`src/rtl/cla_pkg.sv`:
```
// Shared types and helpers for the sequential carry-lookahead adder.
package cla_pkg;

  typedef enum logic [1:0] {
    IDLE = 2'd0,
    RUN  = 2'd1,
    DONE = 2'd2
  } state_e;

  localparam int SLICE_W = 4;

  // Bits needed to index n items, never less than 1.
  function automatic int clog2(input int n);
    int w;
    w = 0;
    while ((1 << w) < n) w++;
    return (w < 1) ? 1 : w;
  endfunction

endpackage

```
`src/rtl/cla4_slice.sv`:
```
// Combinational 4-bit carry-lookahead slice; c3 is the carry into bit 3.
module cla4_slice (
  input  logic [3:0] a,
  input  logic [3:0] b,
  input  logic       c0,
  output logic [3:0] f,
  output logic       c4,
  output logic       c3
);

  logic [3:0] g;
  logic [3:0] p;
  logic       c1;
  logic       c2;

  always_comb begin
    g  = a & b;
    p  = a ^ b;
    c1 = g[0] | (p[0] & c0);
    c2 = g[1] | (p[1] & g[0]) | (p[1] & p[0] & c0);
    c3 = g[2] | (p[2] & g[1]) | (p[2] & p[1] & g[0]) | (p[2] & p[1] & p[0] & c0);
    c4 = g[3] | (p[3] & g[2]) | (p[3] & p[2] & g[1]) | (p[3] & p[2] & p[1] & g[0])
       | (p[3] & p[2] & p[1] & p[0] & c0);
    f  = p ^ {c3, c2, c1, c0};
  end

endmodule

```
`src/rtl/cla_seq_ctrl.sv`:
```
// Multi-cycle WIDTH-bit adder sequencing one shared 4-bit CLA slice LSB first.
// Define CLA_SEQ_OVF_EN to add the signed-overflow output ovf.
module cla_seq_ctrl
  import cla_pkg::*;
#(
  parameter int WIDTH = 16
) (
  input  logic             clk,
  input  logic             rst_n,
  input  logic             in_valid,
  output logic             in_ready,
  input  logic [WIDTH-1:0] x,
  input  logic [WIDTH-1:0] y,
  input  logic             cin,
  output logic             out_valid,
  input  logic             out_ready,
  output logic [WIDTH-1:0] sum,
  output logic             cout
`ifdef CLA_SEQ_OVF_EN
  ,
  output logic             ovf
`endif
);

  localparam int NSLICE = WIDTH / SLICE_W;
  localparam int IDXW   = clog2(NSLICE);
  localparam logic [IDXW-1:0] IDX_LAST = IDXW'(NSLICE - 1);

  state_e            state_q, state_d;
  logic [WIDTH-1:0]  x_q, x_d;
  logic [WIDTH-1:0]  y_q, y_d;
  logic [WIDTH-1:0]  sum_q, sum_d;
  logic              carry_q, carry_d;
  logic              cout_q, cout_d;
  logic [IDXW-1:0]   idx_q, idx_d;

  logic [SLICE_W-1:0] slice_a;
  logic [SLICE_W-1:0] slice_b;
  logic [SLICE_W-1:0] slice_f;
  logic               slice_c4;

  assign slice_a = x_q[SLICE_W*idx_q +: SLICE_W];
  assign slice_b = y_q[SLICE_W*idx_q +: SLICE_W];

`ifdef CLA_SEQ_OVF_EN
  logic slice_c3;
  logic ovf_q, ovf_d;

  cla4_slice u_slice (
    .a  (slice_a),
    .b  (slice_b),
    .c0 (carry_q),
    .f  (slice_f),
    .c4 (slice_c4),
    .c3 (slice_c3)
  );
`else
  cla4_slice u_slice (
    .a  (slice_a),
    .b  (slice_b),
    .c0 (carry_q),
    .f  (slice_f),
    .c4 (slice_c4),
    .c3 ()
  );
`endif

  always_comb begin
    state_d = state_q;
    x_d     = x_q;
    y_d     = y_q;
    sum_d   = sum_q;
    carry_d = carry_q;
    cout_d  = cout_q;
    idx_d   = idx_q;
`ifdef CLA_SEQ_OVF_EN
    ovf_d   = ovf_q;
`endif
    unique case (state_q)
      IDLE: begin
        if (in_valid) begin
          x_d     = x;
          y_d     = y;
          carry_d = cin;
          idx_d   = '0;
          state_d = RUN;
        end
      end
      RUN: begin
        sum_d[SLICE_W*idx_q +: SLICE_W] = slice_f;
        carry_d = slice_c4;
        idx_d   = idx_q + 1'b1;
        if (idx_q == IDX_LAST) begin
          cout_d  = slice_c4;
`ifdef CLA_SEQ_OVF_EN
          ovf_d   = slice_c3 ^ slice_c4;
`endif
          state_d = DONE;
        end
      end
      DONE: begin
        if (out_ready) state_d = IDLE;
      end
      default: state_d = IDLE;
    endcase
  end

  always_ff @(posedge clk or negedge rst_n) begin
    if (!rst_n) begin
      state_q <= IDLE;
      x_q     <= '0;
      y_q     <= '0;
      sum_q   <= '0;
      carry_q <= 1'b0;
      cout_q  <= 1'b0;
      idx_q   <= '0;
    end else begin
      state_q <= state_d;
      x_q     <= x_d;
      y_q     <= y_d;
      sum_q   <= sum_d;
      carry_q <= carry_d;
      cout_q  <= cout_d;
      idx_q   <= idx_d;
    end
  end

`ifdef CLA_SEQ_OVF_EN
  always_ff @(posedge clk or negedge rst_n) begin
    if (!rst_n) ovf_q <= 1'b0;
    else        ovf_q <= ovf_d;
  end

  assign ovf = ovf_q;
`endif

  assign in_ready  = (state_q == IDLE);
  assign out_valid = (state_q == DONE);
  assign sum       = sum_q;
  assign cout      = cout_q;

endmodule

```
`config.mk`:
```
export PLATFORM = sky130hd
export DESIGN_NAME = cla_seq_ctrl
export DESIGN_NICKNAME = d
export VERILOG_FILES = /design/src/rtl/cla_pkg.sv /design/src/rtl/cla4_slice.sv /design/src/rtl/cla_seq_ctrl.sv
export SDC_FILE = /design/constraint.sdc
export NUM_CORES = 1
export LEC_CHECK = 0
export CORE_ASPECT_RATIO = 2
export CORE_UTILIZATION = 54
export DETAILED_ROUTE_END_ITERATION = 8
export PLACE_DENSITY = 0.84
export SYNTH_ARGS = -nofsm -noshare
export SYNTH_HDL_FRONTEND = slang
export SYNTH_HIERARCHICAL = 1
export SYNTH_SLANG_ARGS = --single-unit
```
`constraint.sdc`:
```
create_clock -name clk -period 3.9 [get_ports clk]
set_input_delay 0.39 -clock clk [delete_from_list [all_inputs] [get_ports clk]]
set_output_delay 0.39 -clock clk [all_outputs]
set_load 0.05 [all_outputs]
```
* Yosys cells after proc, flatten, opt, wreduce, memory -nomap -nowiden *
Cells that the tools add are included.

cells by class
  add/sub/neg operators = 2
  equality and inequality tests = 6
  shift operators = 4
  multiplexer cells = 9
  bitwise logic cells = 29
  reduce and logical (&&, ||, !) cells = 6

operator list
  cell                                                   number
  negation 4 -> 34 bit                                   1
  variable shift 4 x 34 -> 16 bit, first input constant  1
  indexed part select 4 x 34 -> 16 bit                   1
  indexed part select 16 x 5 -> 4 bit                    2
  AND 1 bit                                              16
  bitwise mux 16 bit                                     1
  bitwise OR 1 bit                                       10
  2-to-1 mux 2 bit                                       4
  XOR 4 bit                                              2
  case mux 2 bit (3 select lines)                        1
  AND reduction 2 bit                                    3
  AND 4 bit                                              1
  equality test 2 bit, second input constant             2
  inequality test 2 bit, second input constant           2
  case mux 2 bit (2 select lines)                        1
  AND reduction 3 bit                                    1
  adder 2 x 1 -> 2 bit, second input constant            1
  equality test 2 x 1 -> 1 bit, second input constant    1
  logical NOT 2 bit                                      1
  inequality test 2 x 1 -> 1 bit, second input constant  1
  case mux 1 bit (2 select lines)                        1
  nonzero test 2 bit                                     1
  2-to-1 mux 1 bit                                       1

word-level totals
  register bits after elaboration = 54
  logic and storage cells = 63

* Depth between registers and ports, before layout *
Gate-level depths: netlist of run 1.

  word-level depth = 9
  gate-level depth with buffers = 8
  gate-level depth less buffers = 7

* Hierarchy *
The synthesis of run 1 kept the hierarchy.

modules (own cells, without submodules)
  module        instances  cells each  area each (um2)  sequential area each (um2)
  cla_seq_ctrl  1          164         2393.5           1351.3
  cla4_slice    1          18          155.1            0.0

* Worst setup path after synthesis of run 1 *
Ideal clock, no wire load.

  path type = reg-to-reg
  start point = reg idx_q[0]
  end point = reg cout_q, in the netlist cout
  setup time = 0.125 ns
  arrival = 2.322 ns
  required time = 3.775 ns
  path slack = 1.453 ns
  stages on the path, launching flop included = 8
  buffers on the path = 1
  clock period less this slack = 2.447 ns
  cell sequence = dfrtp_1 buf_2 mux4_2 ha_1 a211oi_2 o21bai_2 a21o_1 mux2_2

on the way
  elaborated cells between the ends (all ways) = 17

RTL lines
  element                                        RTL line                            RTL
  start: declaration                             cla_seq_ctrl.sv:35                  logic [IDXW-1:0] idx_q, idx_d;
  start signal: assignment                       cla_seq_ctrl.sv:124                 idx_q <= idx_d;
  indexed part select 16 x 5 -> 4 bit *          cla_seq_ctrl.sv:42                  assign slice_a = x_q[SLICE_W*idx_q +: SLICE_W];
  via slice_a[0]                                 cla_seq_ctrl.sv:37                  logic [SLICE_W-1:0] slice_a;
  AND 4 bit or XOR 4 bit (tied branches)         cla4_slice.sv:17, cla4_slice.sv:18
  AND 1 bit (on tied branches)                   cla4_slice.sv:22, cla4_slice.sv:23
  bitwise OR 1 bit or AND 1 bit (tied branches)  cla4_slice.sv:22, cla4_slice.sv:23
  bitwise OR 1 bit *                             cla4_slice.sv:23                    | (p[3] & p[2] & p[1] & p[0] & c0);
  via slice_c4                                   cla_seq_ctrl.sv:40                  logic slice_c4;
  end signal: assignment                         cla_seq_ctrl.sv:123                 cout_q <= cout_d;
  end: declaration                               cla_seq_ctrl.sv:34                  logic cout_q, cout_d;

The timed path passes the listed nets; every way through them passes the cells marked *.
A chain may end at the register's enable or synchronous reset.

* Worst setup path in the final report of run 1 *
  start point = reg idx_q[0]
  end point = reg sum_q[2], in the netlist sum[2]

on the way
  elaborated cells between the ends (all ways) = 24

RTL lines
  element                                        RTL line                            RTL
  indexed part select 16 x 5 -> 4 bit *          cla_seq_ctrl.sv:42
  via slice_a[0]                                 cla_seq_ctrl.sv:37
  AND 4 bit or XOR 4 bit (tied branches)         cla4_slice.sv:17, cla4_slice.sv:18
  AND 1 bit                                      cla4_slice.sv:20                    c2 = g[1] | (p[1] & g[0]) | (p[1] & p[0] & c0);
  bitwise OR 1 bit or AND 1 bit (tied branches)  cla4_slice.sv:20
  bitwise OR 1 bit *                             cla4_slice.sv:20
  XOR 4 bit *                                    cla4_slice.sv:24                    f = p ^ {c3, c2, c1, c0};
  via slice_f[2]                                 cla_seq_ctrl.sv:39                  logic [SLICE_W-1:0] slice_f;
  indexed part select 4 x 34 -> 16 bit *         cla_seq_ctrl.sv:90                  sum_d[SLICE_W*idx_q +: SLICE_W] = slice_f;
  bitwise mux 16 bit *                           cla_seq_ctrl.sv:90
  end signal: assignment                         cla_seq_ctrl.sv:121                 sum_q <= sum_d;
  end: declaration                               cla_seq_ctrl.sv:32                  logic [WIDTH-1:0] sum_q, sum_d;

Marked as above.

==> impl_metrics.yaml, run 1 <==
worst_setup_path:
  cp-start-kind: "register"
  worstPathArrival_ns: 3.11
  end_kind: "register"
  path_max_fanout: 15
  crit_path_max_incr_delay_ns: 0.78
  critPathLaunch: "idx_q[0]$_DFFE_PN0P_"
  rrSetupSlack_ns: 1.02
  rr_endpoint: "sum[2]$_DFFE_PN0P_"
  crit_family: "flip-flops"
  worstSetupPathType: "reg2reg"
  required_ns: 4.13
  crit_path_top_delay_cell: "dfrtp_1"
  cp_num_buf_inv: 0
  crit_chain: "mux4_2 -> ha_1 -> a211oi_2 -> nor2_1 -> xor2_1 -> nand3_1 -> o2bb2ai_1"
  rr_startpoint: "idx_q[0]$_DFFE_PN0P_"
  critical_path_cell_count: 7
  endpoint: "sum[2]$_DFFE_PN0P_"
  reg2reg_depth: 7
clock_network:
  clkTransAtPathRegs_ns: 0.09
  cts_root_buf: "clkbuf_8"
  cts_sinks: 54
  cts_tree: "yes"
  cts_resized: 0
  postCtsHoldBufs: 0
  h-tree-depth: 2
  cts_buffer_depth: 2
  cts_setup_buffers: 0
  cts_buffers: 5
  clock_latency_ns: 0.30
timing:
  tightestPinTransition_ns: 0.786
  finalHoldViolCount: 0
  setup_viol: 0
  fin_setup_tns_ns: 0
  whs_ns: 0.190
  final_max_slew_viol_count: 0
  fin_crit_sh_pct: 73.8
  fmax_ghz: 0.348
  fin_crit_ns: 2.88
  slew-limit-headroom_pct: 46.9
  rsz0062_at_grt: "false"
  fin_skew_ns: 0.00453
global_route:
  antenna_found_initial: 0
  grt_pass1_wl_mm: 8.81
  grt_max_degree: 55
  grt_usage_pct: 23.8
  grt_pass1_vias: 1901
  overflow: 0
power_and_ir_drop:
  p_leak_nw: 1.36
  power.total_w: 0.00304
  vdd_ir_drop_max_uv: 579
  power.density_cell_area_nw_per_um2: 949
detailed_routing:
  initialDrtViolationCount: 18
  num_vias: 1710
  first_pass_iters: 4
  wl_mm: 5.23
  drcViolationCount: 0
  wl_per_cell_um: 17.8
  viasPerCell: 5.82
  final_antenna_net_count: 0
synthesis:
  async_flop_share_pct: 100
  ys_seq_area_share_pct: 53.0
  synthCells: 182
  synth_area_um2: 2550
  synth_edf_count: 0
  synth_nets: 229
  ys_ff_latch: 54
  ys_types: 34
  synthFlopType: "dfrtp_1"
  yosysWarnings: 6
  syn_avg_cell_area_um2: 14.0
run_status:
  status: "complete, no violations"
cells_and_area:
  fillers: 335
  layout.nets: 285
  drive_gt1_share_pct: 23.8
  area_growth_pct: 25.8
  antennaDiodeCount: 0
  final_util_pct: 70.4
  fin_area_um2: 3210
placed_design:
  dpl-instance-area_um2: 3110
  io_buffers: 55
  hpwl_mm: 3.98
  globalplace.congestion: 0.925
floorplanning:
  die_area_um2: 5020
  die_h_um: 99.2
  coreArea_um2: 4550
  rows: 35
  initial_core_util_pct: 56.0
  io_pins: 56
  fp.dieW_um: 50.6
worst_hold_path:
  min_path_type: "in2async"
flow_run:
  drv_cap: 0
==> synthesized netlist by cell type (2+ instances only) <==
cell type / count / area, um^2
ha_1: 9 / 113
nand3b_1: 2 / 15.0
dfrtp_1: 54 / 1350
buf_2: 2 / 10.0
nor4bb_1: 2 / 20.0
o2bb2ai_1: 4 / 35.0
mux4_2: 8 / 180
o21ai_0: 8 / 40.0
nand2b_1: 2 / 12.5
buf_6: 4 / 45.0
nor2_1: 4 / 15.0
inv_1: 7 / 26.3
nand2_1: 12 / 45.0
a22o_1: 8 / 70.1
mux2_2: 33 / 372
xor2_1: 2 / 17.5
nand3_1: 4 / 20.0
==> sequential cells by signal, summed over array words and instances (netlist names) <==
register  flops
carry_q       1
cout          1
idx_q         2
state_q       2
sum          16
x_q          16
y_q          16
==> how the worst min path moves through the flow <==
stage,start,to,slack [ns],depth (start not counted)
6_report,rst_n,sum[0]$_DFFE_PN0P_,0.19,2
5_1_grt,rst_n,x_q[1]$_DFFE_PN0P_,0.26,2
4_1_cts,rst_n,sum[1]$_DFFE_PN0P_,0.22,2
3_5_place_dp,sum[10]$_DFFE_PN0P_,sum[10]$_DFFE_PN0P_,0.47,2
3_3_place_gp,sum[9]$_DFFE_PN0P_,sum[9]$_DFFE_PN0P_,0.46,2
2_1_floorplan,rst_n,carry_q$_DFFE_PN0P_,0.09,0
==> area by class of cell <==
cell class              instances  area [um^2]  share of cell area [%]
clock buffers                   6         82.6                    2.58
clock inverters                 2         12.5                   0.390
inverters                       7         26.3                   0.819
multi-input cells             113         1100                    34.5
flip-flops and latches         54         1350                    42.1
well taps                      55         68.8                    2.15
repair buffers                 57          561                    17.5
==> metrics by stage <==
step | setup WS [ns] | instances
after global placement | 1.24 | 286
final | 1.02 | 294
after detailed placement | 1.03 | 286
after CTS | 1.04 | 294
after global routing | 0.791 | 294
after floorplan | 1.45 | 182
==> worst register-to-register path, stage by stage, from the launching register on <==
cell	delay [ns]
dfrtp_1	0.78
mux4_2	0.61
ha_1	0.32
a211oi_2	0.31
nor2_1	0.11
xor2_1	0.38
nand3_1	0.13
o2bb2ai_1	0.16
==> power breakdown <==
group	leakage, nW	total (W)	internal (W)	switching, W
registers	0.671	0.00103	0.000806	0.000220
logic	0.642	0.00170	0.000752	0.000946
clock network	0.0472	0.000319	0.000143	0.000176
==> placed cells by master (no fill, tap or decap), types with 4 or more instances in the layout <==
master	synthesis	final
inv_1	7	7
ha_1	9	9
clkbuf_8	0	6
mux2_2	33	33
clkdlybuf4s50_1	0	54
mux4_2	8	8
nand3_1	4	4
o21ai_0	8	8
dfrtp_1	54	54
nor2_1	4	4
a22o_1	8	8
nand2_1	12	12
o2bb2ai_1	4	4
==> cells by family after synthesis <==
logic type / after synthesis / synth area share, %
flops: 54 / 53.0
mux: 41 / 21.6
simple gates: 32 / 7.46
compound gates: 27 / 8.00
buf+inv: 15 / 3.63
fa+ha+maj: 10 / 5.20
xor+xnor: 3 / 1.03
==> routing by layer <==
layer	vias to the layer above	share of wire (%)	GRT usage (%)
met5	-	0	0
met3	15	2.7	3.82
li1	773	-	-
met1	867	34	23.7
met2	55	60	45.4
met4	0	3.0	11.3
Power figures use the tool's default switching activity.
==> run 2, diff against run 1 <==
Settings changed: CORE_UTILIZATION 54 to 45, PLACE_DENSITY 0.84 to 0.74.
Clock period 3.9 ns to 2.6 ns, I/O delays scaled along.
==> run 2 against run 1 <==
Net effect:
- sequential power rose by 44%
- hold slack gained 0.20 ns
- register-to-register slack got worse by 0.82 ns
- sequential share of layout area decreased by 1.0 points
- core utilization is 9.7 points lower
- critical path type unchanged
==> impl_metrics.yaml, run 2 (same netlist as run 1, synthesis figures left out) <==
run_status:
  status: "complete, no violations"
floorplanning:
  die_h_um: 108
  die_area_um2: 5990
  initial_core_util_pct: 47.0
  rows: 38
  io_pins: 56
  fp.dieW_um: 55.2
  coreArea_um2: 5420
worst_setup_path:
  required_ns: 2.84
  critical_path_cell_count: 8
  crit_path_max_incr_delay_ns: 0.49
  path_max_fanout: 6
  cp_num_buf_inv: 1
  reg2reg_depth: 8
  worstSetupPathType: "reg2reg"
  endpoint: "sum[3]$_DFFE_PN0P_"
  critPathLaunch: "idx_q[0]$_DFFE_PN0P_"
  rrSetupSlack_ns: 0.21
  rr_startpoint: "idx_q[0]$_DFFE_PN0P_"
  rr_endpoint: "sum[3]$_DFFE_PN0P_"
  worstPathArrival_ns: 2.63
  cp-start-kind: "register"
  end_kind: "register"
  crit_family: "multiplexers"
  crit_path_top_delay_cell: "mux4_2"
  crit_chain: "buf_4 -> mux4_2 -> ha_1 -> o21ai_0 -> o21bai_2 -> xor2_2 -> nand3_1 -> o2bb2ai_1"
placed_design:
  io_buffers: 55
  hpwl_mm: 3.93
  post-place-ws_ns: 0.0146
  globalplace.congestion: 0.887
  placedCellCount: 297
timing:
  fin_crit_sh_pct: 92.1
  finalHoldViolCount: 0
  slew-limit-headroom_pct: 50.9
  fmax_ghz: 0.418
  rsz0062_at_grt: "false"
  worst_slack_ns: 0.206
  whs_ns: 0.387
  fin_skew_ns: 0.00869
  tightestPinTransition_ns: 0.734
  final_max_slew_viol_count: 0
  setup_viol: 0
  fin_setup_tns_ns: 0
  fin_crit_ns: 2.39
detailed_routing:
  num_vias: 1662
  first_pass_iters: 4
  wl_per_cell_um: 16.6
  viasPerCell: 5.43
  drcViolationCount: 0
  wl_mm: 5.09
  initialDrtViolationCount: 33
  final_antenna_net_count: 0
clock_network:
  cts_buffers: 5
  cts_buffer_depth: 2
  cts_tree: "yes"
  cts_sinks: 54
  cts_root_buf: "clkbuf_8"
  cts_setup_buffers: 0
  h-tree-depth: 2
  clkTransAtPathRegs_ns: 0.10
  clock_latency_ns: 0.30
power_and_ir_drop:
  vdd_ir_drop_max_uv: 1330
  p_leak_nw: 1.40
  power.density_cell_area_nw_per_um2: 1480
worst_hold_path:
  min_path_type: "in2async"
global_route:
  grt_usage_pct: 18.5
  antenna_found_initial: 0
  overflow: 0
  grt_pass1_wl_mm: 8.49
  grt_pass1_vias: 1733
  grt_max_degree: 35
cells_and_area:
  antennaDiodeCount: 0
  drive_gt1_share_pct: 26.4
  fillers: 462
  final_util_pct: 60.7
  area_growth_pct: 29.1
  layout_commonest_cell: "clkdlybuf4s50_1"
  instances_no_fill: 306
  layout.nets: 292
  final_cell_mix: "clkdlybuf4s50_1, dfrtp_1, mux2_2, nand2_1, ha_1"
flow_run:
  drv_cap: 0
==> run 2: cell count changes in the layout (fill, tap and decap cells not counted), sizes merged <==
cell,change
clkbuf,-1
buf,+6
clkinv,+1
dlygate4sd3,+1
clkinvlp,-1
bufinv,+1
==> run 2: how the worst min path moves through the flow <==
stage / endpoint / slack [ns] / cells past startpoint
floorplan: carry_q$_DFFE_PN0P_ / -0.04 / 0
global placement: sum[6]$_DFFE_PN0P_ / 0.19 / 1
detailed placement: sum[6]$_DFFE_PN0P_ / 0.19 / 1
CTS: sum[6]$_DFFE_PN0P_ / 0.40 / 2
global route: sum[6]$_DFFE_PN0P_ / 0.42 / 2
finish: sum[6]$_DFFE_PN0P_ / 0.39 / 2
==> run 2: final cells by class <==
type / count / area (um^2) / area share (%)
flip-flops and latches: 54 / 1350 / 41.1
multi-input cells: 113 / 1110 / 33.8
repair buffers: 64 / 616 / 18.7
well taps: 60 / 75.1 / 2.28
clock buffers: 5 / 68.8 / 2.09
clock inverters: 3 / 40.0 / 1.22
inverters: 7 / 26.3 / 0.798
==> run 2: power by group <==
group          switching (W)  internal, W  leakage [nW]
Sequential          0.000264      0.00121         0.670
Clock               0.000269     0.000284        0.0579
Combinational        0.00152      0.00131         0.676
Total                0.00205      0.00281          1.40
==> run 2: stage by stage <==
step           cell area (um^2)  total power, W
2_1_floorplan              2550         0.00336
3_3_place_gp               3160         0.00420
3_5_place_dp               3160         0.00427
4_1_cts                    3280         0.00484
5_1_grt                    3290         0.00518
6_report                   3290         0.00486
==> run 2: routing by layer <==
layer	global-route usage (%)	vias up	routed length [um]
met1	20.4	810	1880
met2	34.2	53	2870
met5	0	-	0
met4	8.75	0	186
met3	2.99	15	155
li1	-	784	-
==> run 2: timing repair <==
action / 4_1_cts / 5_1_grt
hold buffers: 1 / 0
resized for setup: 0 / 2
hold endpoints to repair: 15 / 0
setup endpoints to repair: 0 / 6
